### src/rtl/ereg_ctrl.sv
// Decode->Execute pipeline register for the five-stage Y86-64 core.
// Inserts a NOP bubble on load/use or mispredicted JXX and counts bubbles (saturating).
module ereg_ctrl #(
  parameter int         DATA_W   = 64,
  parameter int         CNT_W    = 32,
  parameter logic [3:0] REG_NONE = 4'hF
) (
  input  logic              clk_i,
  input  logic              rst_i,
  input  logic [3:0]        D_stat_i,
  input  logic [3:0]        D_icode_i,
  input  logic [3:0]        D_ifun_i,
  input  logic [DATA_W-1:0] D_valC_i,
  input  logic [DATA_W-1:0] fwdA_valA_i,
  input  logic [DATA_W-1:0] fwdB_valB_i,
  input  logic [3:0]        d_dstE_i,
  input  logic [3:0]        d_dstM_i,
  input  logic [3:0]        d_srcA_i,
  input  logic [3:0]        d_srcB_i,
  input  logic              e_Cnd_i,
  output logic [3:0]        E_stat_o,
  output logic [3:0]        E_icode_o,
  output logic [3:0]        E_ifun_o,
  output logic [DATA_W-1:0] E_valC_o,
  output logic [DATA_W-1:0] E_valA_o,
  output logic [DATA_W-1:0] E_valB_o,
  output logic [3:0]        E_dstE_o,
  output logic [3:0]        E_dstM_o,
  output logic [3:0]        E_srcA_o,
  output logic [3:0]        E_srcB_o,
  output logic              load_use_o,
  output logic              mispredict_o,
  output logic              E_bubble_o,
  output logic [CNT_W-1:0]  bubble_cnt_o
);

  localparam logic [3:0] STAT_AOK = 4'h1;
  localparam logic [3:0] I_NOP    = 4'h1;
  localparam logic [3:0] I_MRMOVQ = 4'h5;
  localparam logic [3:0] I_JXX    = 4'h7;
  localparam logic [3:0] I_POPQ   = 4'hB;

  logic [3:0]        e_stat_r;
  logic [3:0]        e_icode_r;
  logic [3:0]        e_ifun_r;
  logic [DATA_W-1:0] e_valc_r;
  logic [DATA_W-1:0] e_vala_r;
  logic [DATA_W-1:0] e_valb_r;
  logic [3:0]        e_dste_r;
  logic [3:0]        e_dstm_r;
  logic [3:0]        e_srca_r;
  logic [3:0]        e_srcb_r;
  logic              e_bubble_r;
  logic [CNT_W-1:0]  bubble_cnt_r;

  logic              load_use_s;
  logic              mispredict_s;
  logic              bubble_s;
  logic [CNT_W-1:0]  cnt_next_s;

  // Hazard detection from the instruction currently held in E
  always_comb begin
    load_use_s   = 1'b0;
    mispredict_s = 1'b0;
    if (((e_icode_r == I_MRMOVQ) || (e_icode_r == I_POPQ)) && (e_dstm_r != REG_NONE) &&
        ((e_dstm_r == d_srcA_i) || (e_dstm_r == d_srcB_i))) begin
      load_use_s = 1'b1;
    end else begin
      load_use_s = 1'b0;
    end
    if ((e_icode_r == I_JXX) && !e_Cnd_i) begin
      mispredict_s = 1'b1;
    end else begin
      mispredict_s = 1'b0;
    end
    bubble_s = load_use_s | mispredict_s;
  end

  // Saturating increment: the counter sticks at all-ones instead of wrapping
  always_comb begin
    cnt_next_s = bubble_cnt_r;
    if (&bubble_cnt_r) begin
      cnt_next_s = bubble_cnt_r;
    end else begin
      cnt_next_s = bubble_cnt_r + {{(CNT_W-1){1'b0}}, 1'b1};
    end
  end

  // E pipeline register: reset and hazards load the bubble, otherwise capture D
  always_ff @(posedge clk_i) begin
    if (rst_i || bubble_s) begin
      e_stat_r  <= STAT_AOK;
      e_icode_r <= I_NOP;
      e_ifun_r  <= 4'h0;
      e_valc_r  <= {DATA_W{1'b0}};
      e_vala_r  <= {DATA_W{1'b0}};
      e_valb_r  <= {DATA_W{1'b0}};
      e_dste_r  <= REG_NONE;
      e_dstm_r  <= REG_NONE;
      e_srca_r  <= REG_NONE;
      e_srcb_r  <= REG_NONE;
    end else begin
      e_stat_r  <= D_stat_i;
      e_icode_r <= D_icode_i;
      e_ifun_r  <= D_ifun_i;
      e_valc_r  <= D_valC_i;
      e_vala_r  <= fwdA_valA_i;
      e_valb_r  <= fwdB_valB_i;
      e_dste_r  <= d_dstE_i;
      e_dstm_r  <= d_dstM_i;
      e_srca_r  <= d_srcA_i;
      e_srcb_r  <= d_srcB_i;
    end
  end

  // Bubble flag and performance counter; reset dominates a pending hazard
  always_ff @(posedge clk_i) begin
    if (rst_i) begin
      e_bubble_r   <= 1'b0;
      bubble_cnt_r <= {CNT_W{1'b0}};
    end else if (bubble_s) begin
      e_bubble_r   <= 1'b1;
      bubble_cnt_r <= cnt_next_s;
    end else begin
      e_bubble_r   <= 1'b0;
      bubble_cnt_r <= bubble_cnt_r;
    end
  end

  assign E_stat_o     = e_stat_r;
  assign E_icode_o    = e_icode_r;
  assign E_ifun_o     = e_ifun_r;
  assign E_valC_o     = e_valc_r;
  assign E_valA_o     = e_vala_r;
  assign E_valB_o     = e_valb_r;
  assign E_dstE_o     = e_dste_r;
  assign E_dstM_o     = e_dstm_r;
  assign E_srcA_o     = e_srca_r;
  assign E_srcB_o     = e_srcb_r;
  assign E_bubble_o   = e_bubble_r;
  assign bubble_cnt_o = bubble_cnt_r;
  assign load_use_o   = load_use_s;
  assign mispredict_o = mispredict_s;

endmodule
### config.mk
export PLATFORM = sky130hd
export DESIGN_NAME = ereg_ctrl
export DESIGN_NICKNAME = d
export VERILOG_FILES = /design/src/rtl/ereg_ctrl.sv
export SDC_FILE = /design/constraint.sdc
export NUM_CORES = 1
export LEC_CHECK = 0
export ABC_AREA = 1
export CORE_AREA = 4 4 186 188
export DETAILED_ROUTE_END_ITERATION = 12
export DIE_AREA = 0 0 190 192
export SETUP_SLACK_MARGIN = 0.3
export SLEW_MARGIN = 10
export SYNTH_ARGS = -nofsm -noshare
export SYNTH_HDL_FRONTEND = slang
export SYNTH_SLANG_ARGS = --single-unit
### constraint.sdc
create_clock -name clk_i -period 3.83 [get_ports clk_i]
set_clock_uncertainty 0.2 [all_clocks]
set_input_delay 0.766 -clock clk_i [delete_from_list [all_inputs] [get_ports clk_i]]
set_output_delay 0.766 -clock clk_i [all_outputs]
set_load 0.01 [all_outputs]
; ---- Word level (Yosys, flattened, before mapping)
; Index checks and enable logic that the tools add are counted.
; Widths: inputs -> output; s select.
[op_classes]
shift = 0
n_eq_ne = 6
add_sub_neg = 1
muxes = 3
bitwise_logic = 2
magnitude_cmp = 0
reduce_logical = 9
div = 0
mul = 0
[op_table]
columns = op, n
row1 = $add 32x1->32 const B, 1
row2 = $reduce_and 32->1, 1
row3 = $eq 4x3->1 const B, 2
row4 = $eq 4x4->1, 2
row5 = $eq 4x4->1 const B, 1
row6 = $ne 4x4->1 const B, 1
row7 = $logic_and 1x1->1, 3
row8 = $logic_or 1x1->1, 3
row9 = $mux 1, 3
row10 = $reduce_and 2->1, 1
row11 = $logic_not 1->1, 1
row12 = $not 1->1, 1
row13 = $or 1x1->1, 1
[totals]
romBits = 0
in_bits = 223
out_inout_bits = 255
latch_bits = 0
wordCells = 33
mem_bits_rw = 0
ff_bits = 253
mem_count = 0

; ---- Logic depth before layout (Yosys ltp)
[logic_depth]
ltp_word = 7
ltp_mapped = 13

; ---- Least setup slack after synthesis
; Ideal clock, no wire load.
[synth_path]
kind = input to output
from = input d_srcB_i[1]
to = output load_use_o
setup_slack_ns = 1.579
path_stages = 8
arrival_ns = 1.285
n_path_buf = 0
path_cell_list = inv_1 > nand2_1 > nand2_1 > nor2_1 > nand2_1 > nand2_1 > nand2_2 > inv_1
[synth_via]
elab_chain_cells = 4
[synth_lines]
columns = item, line_no
row1 = "start, declared", 19  ; input logic [3:0] d_srcB_i,
row2 = $eq 4x4->1, 66  ; ((e_dstm_r == d_srcA_i) || (e_dstm_r == d_srcB_i))) begin
row3 = $logic_or 1x1->1, 66
row4 = $logic_and 1x1->1, 65  ; if (((e_icode_r == I_MRMOVQ) || (e_icode_r == I_POPQ)) && (e_dstm_r != REG_NONE) &&
row5 = $mux 1, 65
row6 = "end, declared", 31  ; output logic load_use_o,
; No other way between the ends.

; ---- Final worst setup path
[layout_path]
from = input e_Cnd_i
to = output mispredict_o
[layout_via]
elab_chain_cells = 3
[layout_lines]
columns = item, line_no
row1 = "start, declared", 20  ; input logic e_Cnd_i,
row2 = $logic_not 1->1, 71  ; if ((e_icode_r == I_JXX) && !e_Cnd_i) begin
row3 = $logic_and 1x1->1, 71
row4 = $mux 1, 71
row5 = "end, declared", 32  ; output logic mispredict_o,
; No other way between the ends.

==> metrics.csv <==
metric,value,unit
status,"finished, final reports clean",
"Clk pin slew, worst setup/hold paths",0.06,ns
GPL Wtd Cong,0.881,
final worst setup slack,0.718,ns
die area,36500,um^2
GRT Residual Overflow,0,
Final Max Slew Viols,0,
hold path depth,2,
worst slew pin tran,0.743,ns
share of layout cells above drive strength 1,4.87,%
mean post-synth cell area,7.87,um^2
Mapped Area,8770,um^2
largest cells by area after synthesis,"dfxtp_1 (58%), nor2_1 (13%), inv_1 (11%), nand2_1 (7.5%), buf_6 (2.6%)",
clock share of power,44.0,%
Tcrit/Tclk final,81.2,%
switching power,1.51,mW
Final ANT Viol Nets,0,
Post-CTS Setup Bufs,0,
Root Buffer,clkbuf_16,
max cap viols,0,
Worst Path Required,2.86,ns
Num CTS Buffers,30,
Die Span Y,192,um
leading area contributor after synthesis,dfxtp_1,
setup_tns,0,ns
Rel. slew slack,50.4,%
Vias/cell,3.93,
critical path endpoint category,primary output,
vias in the first global route,8219,
Logic pwr share,13.2,%
Final Hold Fails,0,
core box area,33100,um^2
DP HPWL,25300,um
Cell variety after synth,30,
internal power,5.13,mW
proportion of synthesized chip area in sequential cells,57.7,%
Port Buffers,477,
P_leak,6.85,nW
Crit path arrival time,2.15,ns
Initial Util,26.5,%
"Net Count, Synth",1339,
Worst Reg-to-Reg Cells,9,
Post-CTS Hold Buffers,0,
gate count of the mapped netlist,1115,
antenna violations before repair,3,
Sw Ratio,22.8,%
met3 wire length,3260,um
clock buffer depth,3,
total number of vias,8135,
CTS tree,built,
M1 WL,11300,um
pre-CTS setup slack,0.286,ns
startpoint types,input pin,
Yosys warning count,0,
Synth top area share,57.7,%
DRC,0,
Synth-to-Final Area Change,70.6,%
Tot Pwr,6.64,mW
DR iter-0 viols,315,
r2r setup slk,1.31,ns
Layout Cells excl Fill,2072,
CP max FO,3,
DR WL/cell,15.4,um
Pre-antenna DRT Iters,4,
RSZ-0062 raised after global routing,false,
die width,190,um
Final nets,1824,
Seq cells post-synth,253,
min Tclk post-route,3.11,ns
WL met2,16500,um
first-pass GRT wire length,46700,um
CTS Sinks,253,
PwrDens,444,nW/um^2
Max Clock Freq,321,MHz
num rows,67,
endpoints failing setup,0,
Worst Setup Path Type,input pin to primary output,
Cells after DPL,2016,
clock latency on the worst-skew pair,0.54,ns
Total GRT Usage,16.5,%
sequential share of power,42.8,%
# IOs,478,
top sig layer,met5,
H-tree depth,1,
largest net degree at the start of global routing,48,
type of the most critical hold path,flop to flop,
maximum VDD drop,0.318,mV
final wirelength,32000,um
## power groups by stage
stage	combinational [mW]	sequential [mW]	clock, mW
CTS	0.890	2.84	3.01
detailed placement	0.883	2.90	0
global placement	0.879	2.89	0
finish	0.876	2.84	2.92
global route	0.950	2.86	3.11
floorplan	0.217	2.97	0
## worst paths after layout
kind	start	end
hold reg to reg	bubble_cnt_o[1]	bubble_cnt_o[1]
setup reg to reg	E_dstM_o[1]	E_dstE_o[0]
hold / removal	bubble_cnt_o[1]	bubble_cnt_o[1]
setup / recovery	e_Cnd_i	mispredict_o
## sequential cells by signal (all words and copies together) (netlist names)
| register | flops |
|---|---|
| E_dstM_o | 4 |
| E_srcB_o | 4 |
| E_stat_o | 4 |
| E_srcA_o | 4 |
| E_valC_o | 64 |
| E_valB_o | 64 |
| E_ifun_o | 4 |
| E_valA_o | 64 |
| E_dstE_o | 4 |
| E_bubble_o | 1 |
| E_icode_o | 4 |
| bubble_cnt_o | 32 |
## what timing repair did
item	CTS	global route
gates resized for setup	1	3
endpoints found under the setup margin	1	1
gates cloned	0	0
pin swaps	0	1
## cell families (layout without fill, tap and decap cells)
group,Yosys count,in the layout,share of synthesized area (%)
and+or+nand+nor,541,541,25.2
AOI/OAI and AO/OA,15,15,0.856
DFF,253,253,57.7
adders and majority gates,1,1,0.143
xor gates and xnor gates,15,15,1.50
other,0,2,0
buffers and inverters,290,797,14.5
## critical path: stages
cell	delay [ns]
clkdlybuf4s50_1	0.41
nor2_1	0.11
nand2_1	0.22
inv_1	0.10
clkdlybuf4s50_1	0.54
## per-layer routing
metal  vias to the layer above  track usage (%)
li1                       4138                -
met1                      3646             17.3
met2                       294             30.1
met3                        55             7.25
met4                         2             4.95
met5                         -                0
## synthesized netlist by cell type, drive strengths merged
master,instances
buf,32
nand3,29
nor4,1
o21ai,2
and2,1
clkbuf,3
dfxtp,253
inv,255
a21oi,13
nand3b,13
or2,10
xor2,14
ha,1
nand2,181
nor3,6
nand4,1
xnor2,1
nor2,299
## per-stage QoR
step	hold WS, ns	instance area [um^2]	util, %
2_1_floorplan	0.352	8770	-
3_3_place_gp	0.343	13900	42.0
3_5_place_dp	0.357	13900	42.0
4_1_cts	0.368	15000	45.2
5_1_grt	0.406	15000	45.2
6_report	0.364	15000	45.2
## cell type report
type / instances / area (um^2)
fillers: 3272 / 18100
flip-flops and latches: 253 / 5060
repair buffers: 488 / 4900
multi-input cells: 572 / 2440
inverters: 255 / 962
clock buffers: 45 / 908
well taps: 448 / 561
clock inverters: 9 / 126
diodes: 2 / 5.00
## placed cells by master (no fill, tap or decap), drive strengths merged
master           n
nand2          181
dfxtp          253
buf             11
xnor2            1
nand4            1
or2             10
inv            255
clkinv           5
dlymetal6s2s     1
nand3           29
o21ai            2
nand3b          13
nor3             6
clkinvlp         1
diode            2
bufinv           3
nor2           299
clkdlybuf4s50  476
xor2            14
nor4             1
ha               1
and2             1
clkbuf          45
a21oi           13
No activity file was read; power rests on OpenSTA's default activity.
